--- config.mk ---
export PLATFORM = sky130hd
export DESIGN_NAME = inv_converter_pipe
export DESIGN_NICKNAME = d
export VERILOG_FILES = /design/src/rtl/inv_converter_pipe.sv
export SDC_FILE = /design/constraint.sdc
export NUM_CORES = 1
export LEC_CHECK = 0
export CORE_ASPECT_RATIO = 2
export CORE_MARGIN = 5
export CORE_UTILIZATION = 40
export CTS_CLUSTER_DIAMETER = 50
export DETAILED_ROUTE_END_ITERATION = 10
export PLACE_DENSITY_LB_ADDON = 0.3
export SLEW_MARGIN = 20
export SYNTH_ARGS = -nofsm -noshare
export SYNTH_HDL_FRONTEND = slang
export SYNTH_SLANG_ARGS = --single-unit
--- constraint.sdc ---
create_clock -name sys_clk -period 2.6 [get_ports sys_clk]
set_input_delay 0.52 -clock sys_clk [delete_from_list [all_inputs] [get_ports sys_clk]]
set_output_delay 0.52 -clock sys_clk [all_outputs]
set_load 0.005 [all_outputs]
--- src/rtl/inv_converter_pipe.sv ---
// rtl/inv_converter_pipe.sv - pipelined two's-complement conditional negator with valid/ready stream ports
// Segment k of the carry chain is resolved just ahead of register stage k; upper segments ride raw.
module inv_converter_pipe #(
    parameter int WIDTH  = 16,
    parameter int STAGES = 2
) (
    input  logic             sys_clk,
    input  logic             sys_rst,
    input  logic             in_valid,
    output logic             in_ready,
    input  logic [WIDTH-1:0] in_data,
    input  logic [1:0]       in_mode,
    input  logic             in_neg,
    output logic             out_valid,
    input  logic             out_ready,
    output logic [WIDTH-1:0] out_data,
    output logic             out_ovf,
    output logic             out_zero
);
    localparam int SEG = WIDTH / STAGES;
    localparam logic [WIDTH-1:0] MIN_VAL = {1'b1, {(WIDTH-1){1'b0}}};

    logic [STAGES-1:0] r_v;
    logic [STAGES-1:0] r_neg;
    logic [STAGES-1:0] r_any;
    logic [WIDTH-1:0]  r_data [STAGES];

    logic              w_neg_in;
    logic [STAGES-1:0] w_adv;
    logic [STAGES-1:0] w_src_v;
    logic [STAGES-1:0] w_src_neg;
    logic [STAGES-1:0] w_src_any;
    logic [STAGES-1:0] w_nxt_any;
    logic [WIDTH-1:0]  w_src_data [STAGES];
    logic [WIDTH-1:0]  w_nxt_data [STAGES];

    always_comb begin
        w_neg_in = 1'b0;
        case (in_mode)
            2'b00:   w_neg_in = 1'b0;
            2'b01:   w_neg_in = 1'b1;
            2'b10:   w_neg_in = in_data[WIDTH-1];
            default: w_neg_in = in_neg;
        endcase
    end

    // A stage may advance if it or any stage after it is empty, or the sink takes the head.
    always_comb begin
        w_adv = '0;
        for (int k = 0; k < STAGES; k++) begin
            w_adv[k] = out_ready;
            for (int j = k; j < STAGES; j++) begin
                if (!r_v[j]) w_adv[k] = 1'b1;
            end
        end
    end

    always_comb begin
        w_src_v       = '0;
        w_src_neg     = '0;
        w_src_any     = '0;
        w_src_v[0]    = in_valid;
        w_src_neg[0]  = w_neg_in;
        w_src_data[0] = in_data;
        for (int k = 1; k < STAGES; k++) begin
            w_src_v[k]    = r_v[k-1];
            w_src_neg[k]  = r_neg[k-1];
            w_src_any[k]  = r_any[k-1];
            w_src_data[k] = r_data[k-1];
        end
    end

    // any_lo accumulates the original operand bits, so it is read before each bit is rewritten.
    always_comb begin
        w_nxt_any = '0;
        for (int k = 0; k < STAGES; k++) begin
            w_nxt_data[k] = w_src_data[k];
            w_nxt_any[k]  = w_src_any[k];
            for (int b = 0; b < SEG; b++) begin
                w_nxt_data[k][k*SEG+b] = w_src_data[k][k*SEG+b] ^ (w_src_neg[k] & w_nxt_any[k]);
                w_nxt_any[k]           = w_nxt_any[k] | w_src_data[k][k*SEG+b];
            end
        end
    end

    always_ff @(posedge sys_clk) begin
        if (sys_rst) begin
            r_v   <= '0;
            r_neg <= '0;
            r_any <= '0;
            for (int k = 0; k < STAGES; k++) r_data[k] <= '0;
        end else begin
            for (int k = 0; k < STAGES; k++) begin
                if (w_adv[k]) begin
                    r_v[k] <= w_src_v[k];
                    if (w_src_v[k]) begin
                        r_data[k] <= w_nxt_data[k];
                        r_neg[k]  <= w_src_neg[k];
                        r_any[k]  <= w_nxt_any[k];
                    end
                end
            end
        end
    end

    // Negation only maps MIN_VAL onto itself, so the result alone identifies overflow.
    assign in_ready  = w_adv[0];
    assign out_valid = r_v[STAGES-1];
    assign out_data  = r_data[STAGES-1];
    assign out_ovf   = r_v[STAGES-1] & r_neg[STAGES-1] & (r_data[STAGES-1] == MIN_VAL);
    assign out_zero  = r_v[STAGES-1] & ~r_any[STAGES-1];

endmodule
## Word-level counts from Yosys, hierarchy flattened

Memory sizes are Yosys's and may differ from the RTL's.
Cells that the tools add are included.

| storage, ports and cells | value |
|---|---|
| logic and storage cells | 80 |
| memories | 1 |
| bits in registers | 6 |
| memory bits (writable) | 32 |
| memory bits (read-only) | 0 |
| latch bits | 0 |
| output and inout port bits | 20 |

| operators by class | value |
|---|---|
| equal/unequal tests | 3 |
| magnitude comparators | 0 |
| shift-type cells | 0 |
| $add $sub $neg | 0 |
| reductions and logical operators | 3 |
| bitwise operators | 51 |
| multiplexer cells | 16 |
| multipliers | 0 |
| divide/modulo/power cells | 0 |

Memories:

| memory | words | width | rd ports | clocked after Yosys merged registers in | write ports | line | source |
|---|---|---|---|---|---|---|---|
| r_data | 2 | 16 | 2 | 0 | 2 | 26 | `logic [WIDTH-1:0] r_data [STAGES];` |

Operators by type and width:

| cell | number |
|---|---|
| two-way mux 16 bit | 2 |
| AND 1 bit | 18 |
| bitwise OR 1 bit | 17 |
| == test 16 bit, second input constant | 1 |
| XOR 1 bit | 15 |
| two-way mux 1 bit | 13 |
| AND reduction 2 bit | 2 |
| one-hot mux 1 bit (3 select lines) | 1 |
| == test 2 x 1 -> 1 bit, second input constant | 1 |
| == test 2 bit, second input constant | 1 |
| logical NOT 2 bit | 1 |
| NOT 1 bit | 1 |

## Depth between registers and ports, before layout

An unclocked memory read counts as a cell.

| logic depth | value |
|---|---|
| depth in word-level cells | 11 |
| mapped depth | 6 |
| depth with buffers taken out | 6 |

## Least setup slack after synthesis

Ideal clock, no wire load.

| path | value |
|---|---|
| path kind | input-to-reg |
| start | input out_ready |
| end | memory r_data[0][0] (enable) |
| setup time | 0.291 ns |
| path slack | 0.624 ns |
| data arrival time | 1.685 ns |
| cell stages on the path | 5 |
| cells stage by stage | or2b_2 > nor2_1 > inv_1 > and2_1 > or2_2 |

RTL lines:

| what | line | source |
|---|---|---|
| start, declared | 15 | `input logic out_ready,` |
| end, declared | 26 |  |

==> run_results.csv <==
group,metric,value,unit
routing,route.met3.wl,179,um
global_routing,track_usage,11.2,%
cells_and_area,regArea,0.00108,mm2
worst_setup_path,slowest_delay,0.52,ns
cts,cts_setup_buffers,0,
synth,synth_area,0.00188,mm2
synth,synth.yosys.seq_area_share,57.5,%
timing,fin_crit_sh,93.5,%
routing,met2WireLength,1.90,mm
global_routing,grt_pass1_wl,5.28,mm
power_and_ir_drop,ir_drop,467,uV
global_routing,grt_max_degree,18,
floorplan,start_util,40.9,%
cts,clkSinkCount,38,
timing,hold_viol,0,
timing,rsz0062_at_grt,"no",
floorplan,num_rows,35,
timing,worst_slew_pin_slew,0.661,ns
worst_setup_path,crit_fanout,2,
global_routing,gr-total-overflow,0,
routing,drt_iter0_markers,35,
cells_and_area,fillCellCount,427,
worst_setup_path,cp-start-kind,"flip-flop",
cts,hold_buffers,0,
routing,dr.pass1.iters,6,
cts,cts_tree,"done",
floorplan,die_area,0.00625,mm2
timing,tns,0,ns
placement,dp_hpwl,2.59,mm
worst_setup_path,path_cells,"nor4_1 > buf_4 > nand3_1 > nor3_1 > clkdlybuf4s50_1",
routing,wire_per_inst,12.4,um
cells_and_area,final_area,0.00236,mm2
floorplan,die_x,58.5,um
run_status,outcome,"finished clean",
synth,syn_avg_cell_area,11.1,um2
timing,worst_slack,0.169,ns
synth,synth_cell_types,32,
synth,synth_nets,192,
routing,num_vias,1241,
cts,cts_made_buffers,5,
run,cap_violations,0,
placement,port_buffers,42,
placement,place_congestion,0.857,
placement,postPlaceCellArea,0.00225,mm2
cells_and_area,drive_gt1_share,8.46,%
cts,clock_latency,0.28,ns
routing,via_per_inst,4.85,
timing,timing.fmax,411,MHz
worst_setup_path,cp.required,2.08,ns
floorplan,ios,43,
worst_setup_path,path_class,"reg -> out",
synth,ys.warnings.count,0,
cells_and_area,multi_input_area,636,um2
floorplan,coreArea,0.00460,mm2
placement,dp_slack,0.182,ns
worst_setup_path,critPathSlowestCell,"clkdlybuf4s50_1",
worst_setup_path,cp.arrival,1.91,ns
routing,wl,3.18,mm
worst_hold_path,min_path_type,"reg -> reg",
cells_and_area,num_antenna_cells,0,
timing,finalMaxSlewViolations,0,
global_routing,antenna_found_initial,0,
routing,wl_met1,1.03,mm
cts,clockBufferDepth,2,
power_and_ir_drop,leakagePower,0.859,nW
cells_and_area,fin_cells,256,
routing,ant_nets,0,
cells_and_area,layout.nets,223,
timing,slew_headroom,55.9,%
timing,fin_crit,2.43,ns
cts,clk_pin_slew,0.07,ns
routing,top_layer,"met4",
synth,ys_ff_latch,38,
global_routing,grt_pass1_vias,1265,
cts,ctsResizeCount,0,
timing,finClkSkew,0.00391,ns
floorplan,die_h,107,um
routing,drc,0,
cts,htreeDepth,2,
worst_setup_path,crit_family,"buffers and inverters",
worst_setup_path,end_kind,"primary output",
cells_and_area,area_growth,25.6,%
placement,placed_cells,248,
synth,netlist_instances,169,
cts,clock-root-buffer,"clkbuf_8",
worst_setup_path,path_buf_inv,2,
power_and_ir_drop,power.density,602,mW/mm2
timing,finalSetupViolCount,0,
==> sequential cells by signal, summed over array words and instances (netlist names) <==
signal and count:
r_any 2, r_neg 2, r_v 2, r_data 32
==> metal layers <==
layer | track usage (%) | vias up
li1 | - | 639
met1 | 8.94 | 561
met2 | 22.6 | 35
met3 | 2.77 | 6
met4 | 6.30 | 0
met5 | 0 | -
==> cells in the final DEF (no fill, tap or decap), types with 2 or more instances in the layout <==
| master | count |
|---|---|
| clkdlybuf4s50_1 | 42 |
| edfxtp_1 | 32 |
| nor2_1 | 21 |
| and2_1 | 18 |
| nor3_1 | 8 |
| xor2_1 | 8 |
| a21oi_1 | 6 |
| dfxtp_1 | 6 |
| nand2_1 | 5 |
| o21ai_0 | 5 |
| xnor2_1 | 5 |
| clkbuf_8 | 5 |
| inv_1 | 4 |
| nor4_1 | 4 |
| or4_1 | 4 |
| buf_4 | 4 |
| or3_1 | 3 |
| or2_2 | 2 |
| nand3_1 | 2 |
| o31ai_1 | 2 |
| clkinv_2 | 2 |
==> logic make-up (layout without fill, tap and decap cells) <==
family	after synthesis	after routing	share of synthesized area [%]
AND/OR/NAND/NOR	75	75	22.2
flip-flops	38	38	57.5
buffers and inverters	26	58	8.65
AO/OA/AOI/OAI	16	16	5.06
XOR/XNOR	13	13	6.06
multiplexers	1	1	0.533
==> final cells by class <==
class	count	share of cell area, %
tap	55	2.92
clock inverter	3	1.70
inverter	4	0.636
multi-input combinational	105	26.9
sequential	38	45.8
timing repair buffer	46	19.1
clock buffer	5	2.92
==> worst register-to-register path, stage by stage, from the launching register on <==
cell and delay (ns):
edfxtp_1 0.45, or4_4 0.58, o31ai_1 0.37, xor2_1 0.21
nor2_1 0.07
==> per-stage QoR <==
step           util [%]  hold slack (ns)  power (W)
2_1_floorplan         -            0.435   0.000878
3_3_place_gp       49.0            0.451   0.000953
3_5_place_dp       49.0            0.462   0.000961
4_1_cts            51.3            0.472    0.00143
5_1_grt            51.3            0.528    0.00148
6_report           51.3            0.469    0.00142
==> cell usage after synthesis (all sizes together) <==
cell type | instances | share of area, %
edfxtp | 32 | 51
nor2 | 21 | 4.2
and2 | 18 | 6.0
buf | 18 | 7.1
nor3 | 8 | 2.1
xor2 | 8 | 3.7
a21oi | 6 | 1.6
dfxtp | 6 | 6.4
nand2 | 5 | 1.0
nor4 | 5 | 2.0
o21ai | 5 | 1.3
or4 | 5 | 2.2
xnor2 | 5 | 2.3
clkbuf | 4 | 0.80
inv | 4 | 0.80
or3 | 3 | 1.0
nand3 | 2 | 0.53
o31ai | 2 | 0.80
or2 | 2 | 0.67
a211oi | 1 | 0.40
a311oi | 1 | 0.47
and3b | 1 | 0.47
mux2i | 1 | 0.53
nand2b | 1 | 0.33
nor2b | 1 | 0.33
nor3b | 1 | 0.40
nor4b | 1 | 0.47
o41ai | 1 | 0.47
or2b | 1 | 0.47
==> where the power goes <==
group          total (W)  switching (W)  internal (W)
Combinational   0.000197      0.0000820      0.000115
Sequential      0.000747      0.0000296      0.000718
Clock           0.000475       0.000193      0.000282
==> final timing paths <==
check	start	end	slack (ns)	depth (start not counted)
worst min-delay path	r_neg[1]$_SDFFE_PP0N_	r_neg[1]$_SDFFE_PP0N_	0.47	2
worst max register to register	r_data[0][8]$_SDFFCE_PN0P_	r_data[0][29]$_SDFFCE_PN0P_	0.66	4
worst max-delay path	r_data[0][17]$_SDFFCE_PN0P_	out_ovf	0.17	5
worst min register to register	r_neg[1]$_SDFFE_PP0N_	r_neg[1]$_SDFFE_PP0N_	0.47	2
No activity file was read; power rests on OpenSTA's default activity.
